--- src/rtl/audio_pkg.sv ---
// Shared types and the sound-effect note table for the tone sequencer.
package audio_pkg;

  typedef enum logic {IDLE, PLAY} state_t;

  // half = 0 is a rest; dur = 0 marks the end of a sequence.
  typedef struct packed {
    logic [17:0] half;
    logic [23:0] dur;
  } note_t;

  localparam int unsigned TBL_SEQS  = 4;
  localparam int unsigned TBL_NOTES = 8;

  localparam int unsigned SEQ_LOSE = 0;
  localparam int unsigned SEQ_WIN  = 1;
  localparam int unsigned SEQ_HOP  = 2;
  localparam int unsigned SEQ_TIME = 3;

  localparam note_t NOTE_TABLE [TBL_SEQS][TBL_NOTES] = '{
    '{'{18'd2, 24'd8}, '{18'd0, 24'd4}, '{18'd3, 24'd6}, '{18'd0, 24'd0},
      '{18'd0, 24'd0}, '{18'd0, 24'd0}, '{18'd0, 24'd0}, '{18'd0, 24'd0}},
    '{'{18'd1, 24'd4}, '{18'd2, 24'd8}, '{18'd3, 24'd6}, '{18'd4, 24'd8},
      '{18'd0, 24'd0}, '{18'd0, 24'd0}, '{18'd0, 24'd0}, '{18'd0, 24'd0}},
    '{'{18'd1, 24'd2}, '{18'd1, 24'd2}, '{18'd1, 24'd2}, '{18'd1, 24'd2},
      '{18'd1, 24'd2}, '{18'd1, 24'd2}, '{18'd1, 24'd2}, '{18'd1, 24'd2}},
    '{'{18'd0, 24'd0}, '{18'd0, 24'd0}, '{18'd0, 24'd0}, '{18'd0, 24'd0},
      '{18'd0, 24'd0}, '{18'd0, 24'd0}, '{18'd0, 24'd0}, '{18'd0, 24'd0}}
  };

  // Slots outside the table read as end markers.
  function automatic note_t note_at(input int unsigned s, input int unsigned n);
    if (s < TBL_SEQS && n < TBL_NOTES) return NOTE_TABLE[2'(s)][3'(n)];
    return '0;
  endfunction

endpackage

--- src/rtl/tone_sequencer_square_gen.sv ---
// Square-wave phase generator: toggles every `half` enabled cycles, restarts high.
module square_gen #(
  parameter int HALF_W = 18
) (
  input  logic              clk,
  input  logic              reset,
  input  logic              restart,
  input  logic              enable,
  input  logic [HALF_W-1:0] half,
  output logic              phase
);

  logic [HALF_W-1:0] cnt;

  always_ff @(posedge clk) begin
    if (reset) begin
      phase <= 1'b0;
      cnt   <= '0;
    end else if (restart) begin
      phase <= 1'b1;
      cnt   <= '0;
    end else if (enable) begin
      if (cnt >= half - HALF_W'(1)) begin
        phase <= ~phase;
        cnt   <= '0;
      end else begin
        cnt <= cnt + HALF_W'(1);
      end
    end
  end

endmodule

--- src/rtl/tone_sequencer.sv ---
// Plays a selected note sequence from the audio_pkg table as a square wave.
module tone_sequencer
  import audio_pkg::*;
#(
  parameter int NUM_SEQS  = 4,
  parameter int NUM_NOTES = 8,
  parameter int HALF_W    = 18,
  parameter int DUR_W     = 24
) (
  input  logic                        clk,
  input  logic                        reset,
  input  logic                        trigger,
  input  logic [$clog2(NUM_SEQS)-1:0] seq_sel,
  input  logic                        stop,
  output logic                        sound_out,
  output logic                        busy,
  output logic                        done
);

  localparam int SEL_W = $clog2(NUM_SEQS);
  localparam int IDX_W = (NUM_NOTES > 1) ? $clog2(NUM_NOTES) : 1;
  localparam logic [IDX_W-1:0] LAST = IDX_W'(NUM_NOTES - 1);

  state_t            state, state_n;
  logic              prev_trig;
  logic [SEL_W-1:0]  seq, seq_n;
  logic [IDX_W-1:0]  idx, idx_n;
  logic [HALF_W-1:0] cur_half, half_n;
  logic [DUR_W-1:0]  cur_dur, dur_n, dur_cnt, cnt_n;
  logic              done_r, done_n;
  logic              restart, phase, edge_det;
  note_t             first, nxt;

  assign edge_det = trigger & ~prev_trig;

  always_ff @(posedge clk) begin
    if (reset) begin
      state     <= IDLE;
      prev_trig <= 1'b1;
      seq       <= '0;
      idx       <= '0;
      cur_half  <= '0;
      cur_dur   <= '0;
      dur_cnt   <= '0;
      done_r    <= 1'b0;
    end else begin
      state     <= state_n;
      prev_trig <= trigger;
      seq       <= seq_n;
      idx       <= idx_n;
      cur_half  <= half_n;
      cur_dur   <= dur_n;
      dur_cnt   <= cnt_n;
      done_r    <= done_n;
    end
  end

  // Priority: stop, then a fresh trigger edge, then normal note advance.
  always_comb begin
    state_n = state;
    seq_n   = seq;
    idx_n   = idx;
    half_n  = cur_half;
    dur_n   = cur_dur;
    cnt_n   = dur_cnt;
    done_n  = 1'b0;
    restart = 1'b0;
    first   = note_at(32'(seq_sel), 0);
    nxt     = note_at(32'(seq), 32'(idx) + 1);
    if (stop) begin
      state_n = IDLE;
      cnt_n   = '0;
    end else if (edge_det) begin
      seq_n   = seq_sel;
      idx_n   = '0;
      cnt_n   = '0;
      restart = 1'b1;
      half_n  = HALF_W'(first.half);
      dur_n   = DUR_W'(first.dur);
      if (DUR_W'(first.dur) == '0) begin
        state_n = IDLE;
        done_n  = 1'b1;
      end else begin
        state_n = PLAY;
      end
    end else if (state == PLAY) begin
      if (dur_cnt >= cur_dur - DUR_W'(1)) begin
        cnt_n = '0;
        if (idx == LAST || DUR_W'(nxt.dur) == '0) begin
          state_n = IDLE;
          done_n  = 1'b1;
        end else begin
          idx_n   = idx + IDX_W'(1);
          half_n  = HALF_W'(nxt.half);
          dur_n   = DUR_W'(nxt.dur);
          restart = 1'b1;
        end
      end else begin
        cnt_n = dur_cnt + DUR_W'(1);
      end
    end
  end

  square_gen #(.HALF_W(HALF_W)) u_square (
    .clk     (clk),
    .reset   (reset),
    .restart (restart),
    .enable  ((state == PLAY) && (cur_half != '0)),
    .half    (cur_half),
    .phase   (phase)
  );

  assign busy      = (state == PLAY);
  assign done      = done_r;
  assign sound_out = busy & phase & (cur_half != '0);

endmodule
--- config.mk ---
export PLATFORM = sky130hd
export DESIGN_NAME = tone_sequencer
export DESIGN_NICKNAME = d
export VERILOG_FILES = /design/src/rtl/audio_pkg.sv /design/src/rtl/tone_sequencer_square_gen.sv /design/src/rtl/tone_sequencer.sv
export SDC_FILE = /design/constraint.sdc
export NUM_CORES = 1
export LEC_CHECK = 0
export ABC_AREA = 1
export CAP_MARGIN = 5
export CORE_MARGIN = 10
export CORE_UTILIZATION = 45
export DETAILED_ROUTE_END_ITERATION = 7
export DONT_BUFFER_PORTS = 1
export SETUP_SLACK_MARGIN = 0.1
export SLEW_MARGIN = 20
export SYNTH_ARGS = -nofsm -noshare
export SYNTH_HDL_FRONTEND = slang
export SYNTH_SLANG_ARGS = --single-unit
export TNS_END_PERCENT = 50
--- constraint.sdc ---
create_clock -name clk -period 2.91 [get_ports clk]
set_input_delay 0.4365 -clock clk [delete_from_list [all_inputs] [get_ports clk]]
set_output_delay 0.4365 -clock clk [all_outputs]
set_load 0.05 [all_outputs]
**Word-level counts from Yosys, hierarchy flattened**

Cells that the tools add are included.
W data, S select, Z words.

- Bits in registers: 93
- Output and inout bits: 3

- Add/subtract/negate cells: 6
- $lt $le $gt $ge: 6
- Eq/ne operators: 2
- Mux-type cells: 43
- Bitwise logic cells: 9
- Reduce and logical (&&, ||, !) cells: 15

Operators with widths:

| operator | number |
|---|---|
| $bmux W336 S2 | 2 |
| $mux W336 | 4 |
| $mux W42 | 4 |
| $bmux W42 S3 | 1 |
| $mux W24 | 5 |
| $mux W18 | 5 |
| $logic_not A24 Y1 | 2 |
| $add A24 B1 Y24 const B | 1 |
| $ge A24 B24 Y1 | 1 |
| $sub A24 B1 Y24 const B | 1 |
| $add A18 B1 Y18 const B | 1 |
| $ge A18 B18 Y1 | 1 |
| $mux W1 | 18 |
| $reduce_bool A18 Y1 | 1 |
| $sub A18 B1 Y18 const B | 1 |
| $mux W3 | 4 |
| $reduce_bool A2 Y1 | 4 |
| $ge A3 B3 Y1 const B | 2 |
| $not A2 Y3 | 2 |
| $add A3 B1 Y4 const B | 1 |
| $ge A4 B4 Y1 const B | 1 |
| $lt A4 B4 Y1 const B | 1 |
| $not A3 Y4 | 1 |
| $reduce_and A2 Y1 | 2 |
| 10 further kinds | 15 |

**Logic depth before layout (Yosys ltp)**

- Depth in word-level cells: 18
- Gate-level depth with buffers: 18
- Mapped depth without buffers: 18

**Modules after synthesis**

Synthesis repeated with hierarchy kept, for this count alone.

- Cells, all modules: 668
- Area, all modules: 4526.8 µm²

By module, submodules not included:

| module | times used | cells an instance | area an instance (µm²) |
|---|---|---|---|
| tone_sequencer | 1 | 412 | 2842.7 |
| square_gen | 1 | 256 | 1684.1 |

**Worst setup path after synthesis**

No wires, ideal clock.

- Kind: reg-to-output
- From: register state (netlist: busy)
- To: output port sound_out
- Arrival time: 1.861 ns
- Required time: 2.474 ns
- Slack: 0.612 ns
- Stages on the path, launching flop included: 6
- Buffers on the path: 1
- Cells stage by stage: dfxtp_1 > buf_4 > inv_2 > a21oi_4 > inv_1 > nor2_1

- Word-level cells in the longest chain between the ends: 2

RTL lines:

| element | line | text |
|---|---|---|
| start, declared | tone_sequencer.sv:24 | `state_t state, state_n;` |
| start signal, assigned | tone_sequencer.sv:47 | `state <= state_n;` |
| $and A1 B1 Y1 (2 in a row) | tone_sequencer.sv:115 | `assign sound_out = busy & phase & (cur_half != '0);` |
| end, declared | tone_sequencer.sv:15 | `output logic sound_out,` |

Every way passes these cells.

**Worst setup path in the final report**

- From: register cur_dur[1]
- To: register cur_dur[1]

- Word-level cells in the longest chain between the ends: 4

RTL lines:

| element | line | text |
|---|---|---|
| start, declared | tone_sequencer.sv:29 | `logic [DUR_W-1:0] cur_dur, dur_n, dur_cnt, cnt_n;` |
| start signal, assigned | tone_sequencer.sv:52 | `cur_dur <= dur_n;` |
| $sub A24 B1 Y24 | tone_sequencer.sv:87 | `if (dur_cnt >= cur_dur - DUR_W'(1)) begin` |
| $ge A24 B24 Y1 | tone_sequencer.sv:87 |  |
| $reduce_bool A2 Y1 (no line) | -- |  |
| $reduce_and A4 Y1 (no line) | -- |  |

Every way passes these cells.
A chain may end at the register's enable or synchronous reset.

==> results.sh <==
export IMPL_clk_path_buf_depth=2
export IMPL_seq_power_share=0.418
export IMPL_drc=0
export IMPL_io_pins=9
export IMPL_syn_num_nets=672
export IMPL_fin_crit_ns=2.64
export IMPL_firstDrtPassIters=4
export IMPL_rsz0062_at_grt="no"
export IMPL_cts_sinks=57
export IMPL_drive_gt1_frac=0.139
export IMPL_final_common_cell="nand2_1"
export IMPL_rrSetupSlack_ns=0.27
export IMPL_power_density_nw_per_um2=385
export IMPL_r2r_start="cur_dur[1]"
export IMPL_share_comb_of_total_power=0.053
export IMPL_grt_max_degree=23
export IMPL_synth_warnings=0
export IMPL_clkTransAtPathRegs_ns=0.06
export IMPL_worstRegToRegCells=15
export IMPL_intPower_mw=1.47
export IMPL_setup_viol=0
export IMPL_nets=690
export IMPL_relSlewSlack=0.464
export IMPL_final_hold_viol_count=0
export IMPL_critPathLaunchType="register"
export IMPL_worstSkewPairLatency_ns=0.35
export IMPL_yosysSeqAreaShare=0.266
export IMPL_wirelength_um=9640
export IMPL_final_cell_area_um2=4890
export IMPL_power_switching_mw=0.412
export IMPL_ant_nets=0
export IMPL_hold_start="trigger"
export IMPL_dpl_worst_slack_ns=0.134
export IMPL_slowest_stage="ha_4"
export IMPL_multi_input_area_um2=2940
export IMPL_peakVddDrop_mv=0.248
export IMPL_routabilityCongestion=0.849
export IMPL_max_freq_mhz=378
export IMPL_final_cell_mix="nand2_1 (148), nor2_1 (90), inv_1 (66)"
export IMPL_synth_main_ff_cell="dfxtp_1"
export IMPL_wl_per_cell_um=12.7
export IMPL_crit_buf_inv=2
export IMPL_max_cap_viol_count=0
export IMPL_hold_class="input pin to register"
export IMPL_initial_core_util=0.464
export IMPL_track_usage=0.136
export IMPL_cts_tree="done"
export IMPL_via_per_inst=4.99
export IMPL_grt_overflow=0
export IMPL_synthToLayoutAreaGrowth_pct=14.1
export IMPL_holdPathEnd="prev_trig"
export IMPL_h_tree_depth=3
export IMPL_synth_area_leaders="dfxtp_1 (27%), ha_1 (17%), nand2_1 (13%)"
export IMPL_die_x_um=118
export IMPL_place_area_um2=4410
export IMPL_grt_pass1_vias=3506
export IMPL_p_leak_nw=2.18
export IMPL_die_h_um=118
export IMPL_postCtsHoldBufs=0
export IMPL_numPortBuffers=0
export IMPL_cts_root_buf="clkbuf_8"
export IMPL_worstMarginPinSlew_ns=0.804
export IMPL_crit_chain="inv_2, ha_4, ha_4, clkinvlp_4, ha_4, nand2_1, nor2_2, nand4_1, nor2_1, nand2_1, nand4_1, nand3_2, nand2_1, nand2_1, nor2_1"
export IMPL_max_stage_delay_ns=0.35
export IMPL_synth_edff_count=0
export IMPL_drt_initial_drc_count=187
export IMPL_die_area_um2=13800
export IMPL_antenna_found_initial=0
export IMPL_swShare=0.219
export IMPL_hold_depth=2
export IMPL_status="finished, final reports clean"
export IMPL_avgSynthCellArea_um2=7.03
export IMPL_setup_slack_ns=0.267
export IMPL_worst_r2r_endpoint="cur_dur[1]"
export IMPL_vias=3801
export IMPL_worstPathMaxFanout=8
export IMPL_critPathKind="register to register"
export IMPL_worst_setup_path_end_kind="register"
export IMPL_fillCellCount=939
export IMPL_critPathArrivalTime_ns=2.92
export IMPL_clockPowerShare=0.529
export IMPL_syn_area_um2=4280
export IMPL_register_area_um2=1140
export IMPL_netlist_instances=609
export IMPL_path_delay_family="simple AND/OR/NAND/NOR gates"
export IMPL_ys_ff_latch=57
export IMPL_diodes=0
export IMPL_maxSlewViolCount=0
export IMPL_finalCritPeriodShare=0.908
export IMPL_tns_ns=0
export IMPL_core_um2=9240
export IMPL_hpwl_um=7040
export IMPL_cts_buffers=9
export IMPL_synth_top_area_cell="dfxtp_1"
export IMPL_crit_required_ns=3.19
export IMPL_clock_skew_ns=0.0170
export IMPL_synth_distinct_cells=41
export IMPL_synth_top_area_share=0.266
export IMPL_critPathMostFrequentCell="nand2_1"
export IMPL_core_rowCount=35
export IMPL_grt_pass1_wl_um=16200
export IMPL_synth_async_reset_ratio=0
==> power by group through the flow <==
stage               clock (mW)  sequential [mW]  combinational [mW]
finish                   0.995            0.786              0.0988
global route              1.05            0.786               0.113
CTS                       1.01            0.786              0.0861
detailed placement           0            0.804              0.0856
global placement             0            0.803              0.0831
floorplan                    0            0.804              0.0691
==> sequential cells by signal, indices dropped and copies added (netlist names) <==
| name | flops |
|---|---|
| dur_cnt | 24 |
| seq | 2 |
| done | 1 |
| cur_half | 3 |
| u_square.cnt | 18 |
| u_square.phase | 1 |
| idx | 3 |
| busy | 1 |
| cur_dur | 3 |
| prev_trig | 1 |
==> worst max path at each step <==
stage | startpoint | endpoint | slack, ns | depth (start not counted)
6_report | cur_dur[1] | cur_dur[1] | 0.27 | 15
5_1_grt | cur_dur[1] | cur_half[2] | 0.09 | 16
4_1_cts | cur_dur[1] | u_square.cnt[6] | 0.12 | 12
3_5_place_dp | cur_dur[1] | u_square.cnt[6] | 0.13 | 12
3_3_place_gp | cur_dur[1] | u_square.cnt[16] | 0.23 | 12
2_1_floorplan | busy | sound_out | 0.61 | 5
==> worst reg2reg max path: cells and delay by family, from the launching register on <==
kind / cells / cell delay (ns)
and+or+nand+nor: 10 / 1.31
adders and majority gates: 3 / 0.63
DFF: 1 / 0.32
buffers and inverters: 2 / 0.31
==> routing by layer <==
metal | global-route usage | routed length, µm | vias up
li1 | - | - | 2005
met1 | 0.168 | 4550 | 1732
met2 | 0.229 | 4620 | 54
met3 | 0.0259 | 353 | 10
met4 | 0.0510 | 120 | 0
met5 | 0 | 0 | -
==> cell usage after synthesis (all sizes together) (2+ instances only) <==
library cell  count
nand2           160
nand4            14
a21oi            26
o31ai             2
buf               8
nor3b             3
xor2             24
o21ai             9
dfxtp            57
a21o              3
inv              74
nor3             15
nor2            107
nand3b            2
xnor2             5
o22ai             2
nor4              3
o21bai            3
ha               57
nand3            29
==> kinds of logic (layout without fill, tap and decap cells) <==
group,count (synthesis),in the layout,share of synthesized area
AO/OA/AOI/OAI,48,48,0.0657
XOR/XNOR,29,29,0.0593
adder cells (fa/ha/maj),57,57,0.167
buffers and inverters,83,103,0.0812
flip-flops,57,57,0.266
AND/OR/NAND/NOR,335,338,0.361
==> what timing repair did <==
| action | 4_1_cts | 5_1_grt |
|---|---|---|
| hold endpoints to repair | 0 | 0 |
| gates resized for setup | 0 | 23 |
| endpoints found under the setup margin | 0 | 50 |
| setup buffers | 0 | 7 |
==> metrics by stage <==
stage	total power [mW]	hold slack, ns	cells	util
final	1.88	0.194	761	0.529
after global routing	1.95	0.201	761	0.529
after CTS	1.89	0.187	750	0.506
after detailed placement	0.889	0.496	734	0.478
after global placement	0.887	0.486	734	0.478
after floorplan	0.873	0.471	609	-
==> final cells by class <==
class / instances / share of cell area
Timing Repair inverter: 1 / 0.00154
Timing Repair Buffer: 12 / 0.0184
Clock buffer: 10 / 0.0261
Multi-Input combinational cell: 472 / 0.602
Clock inverter: 6 / 0.0266
Tap cell: 129 / 0.0330
Sequential cell: 57 / 0.234
Inverter: 74 / 0.0586
(Power assumes the default switching activity.)
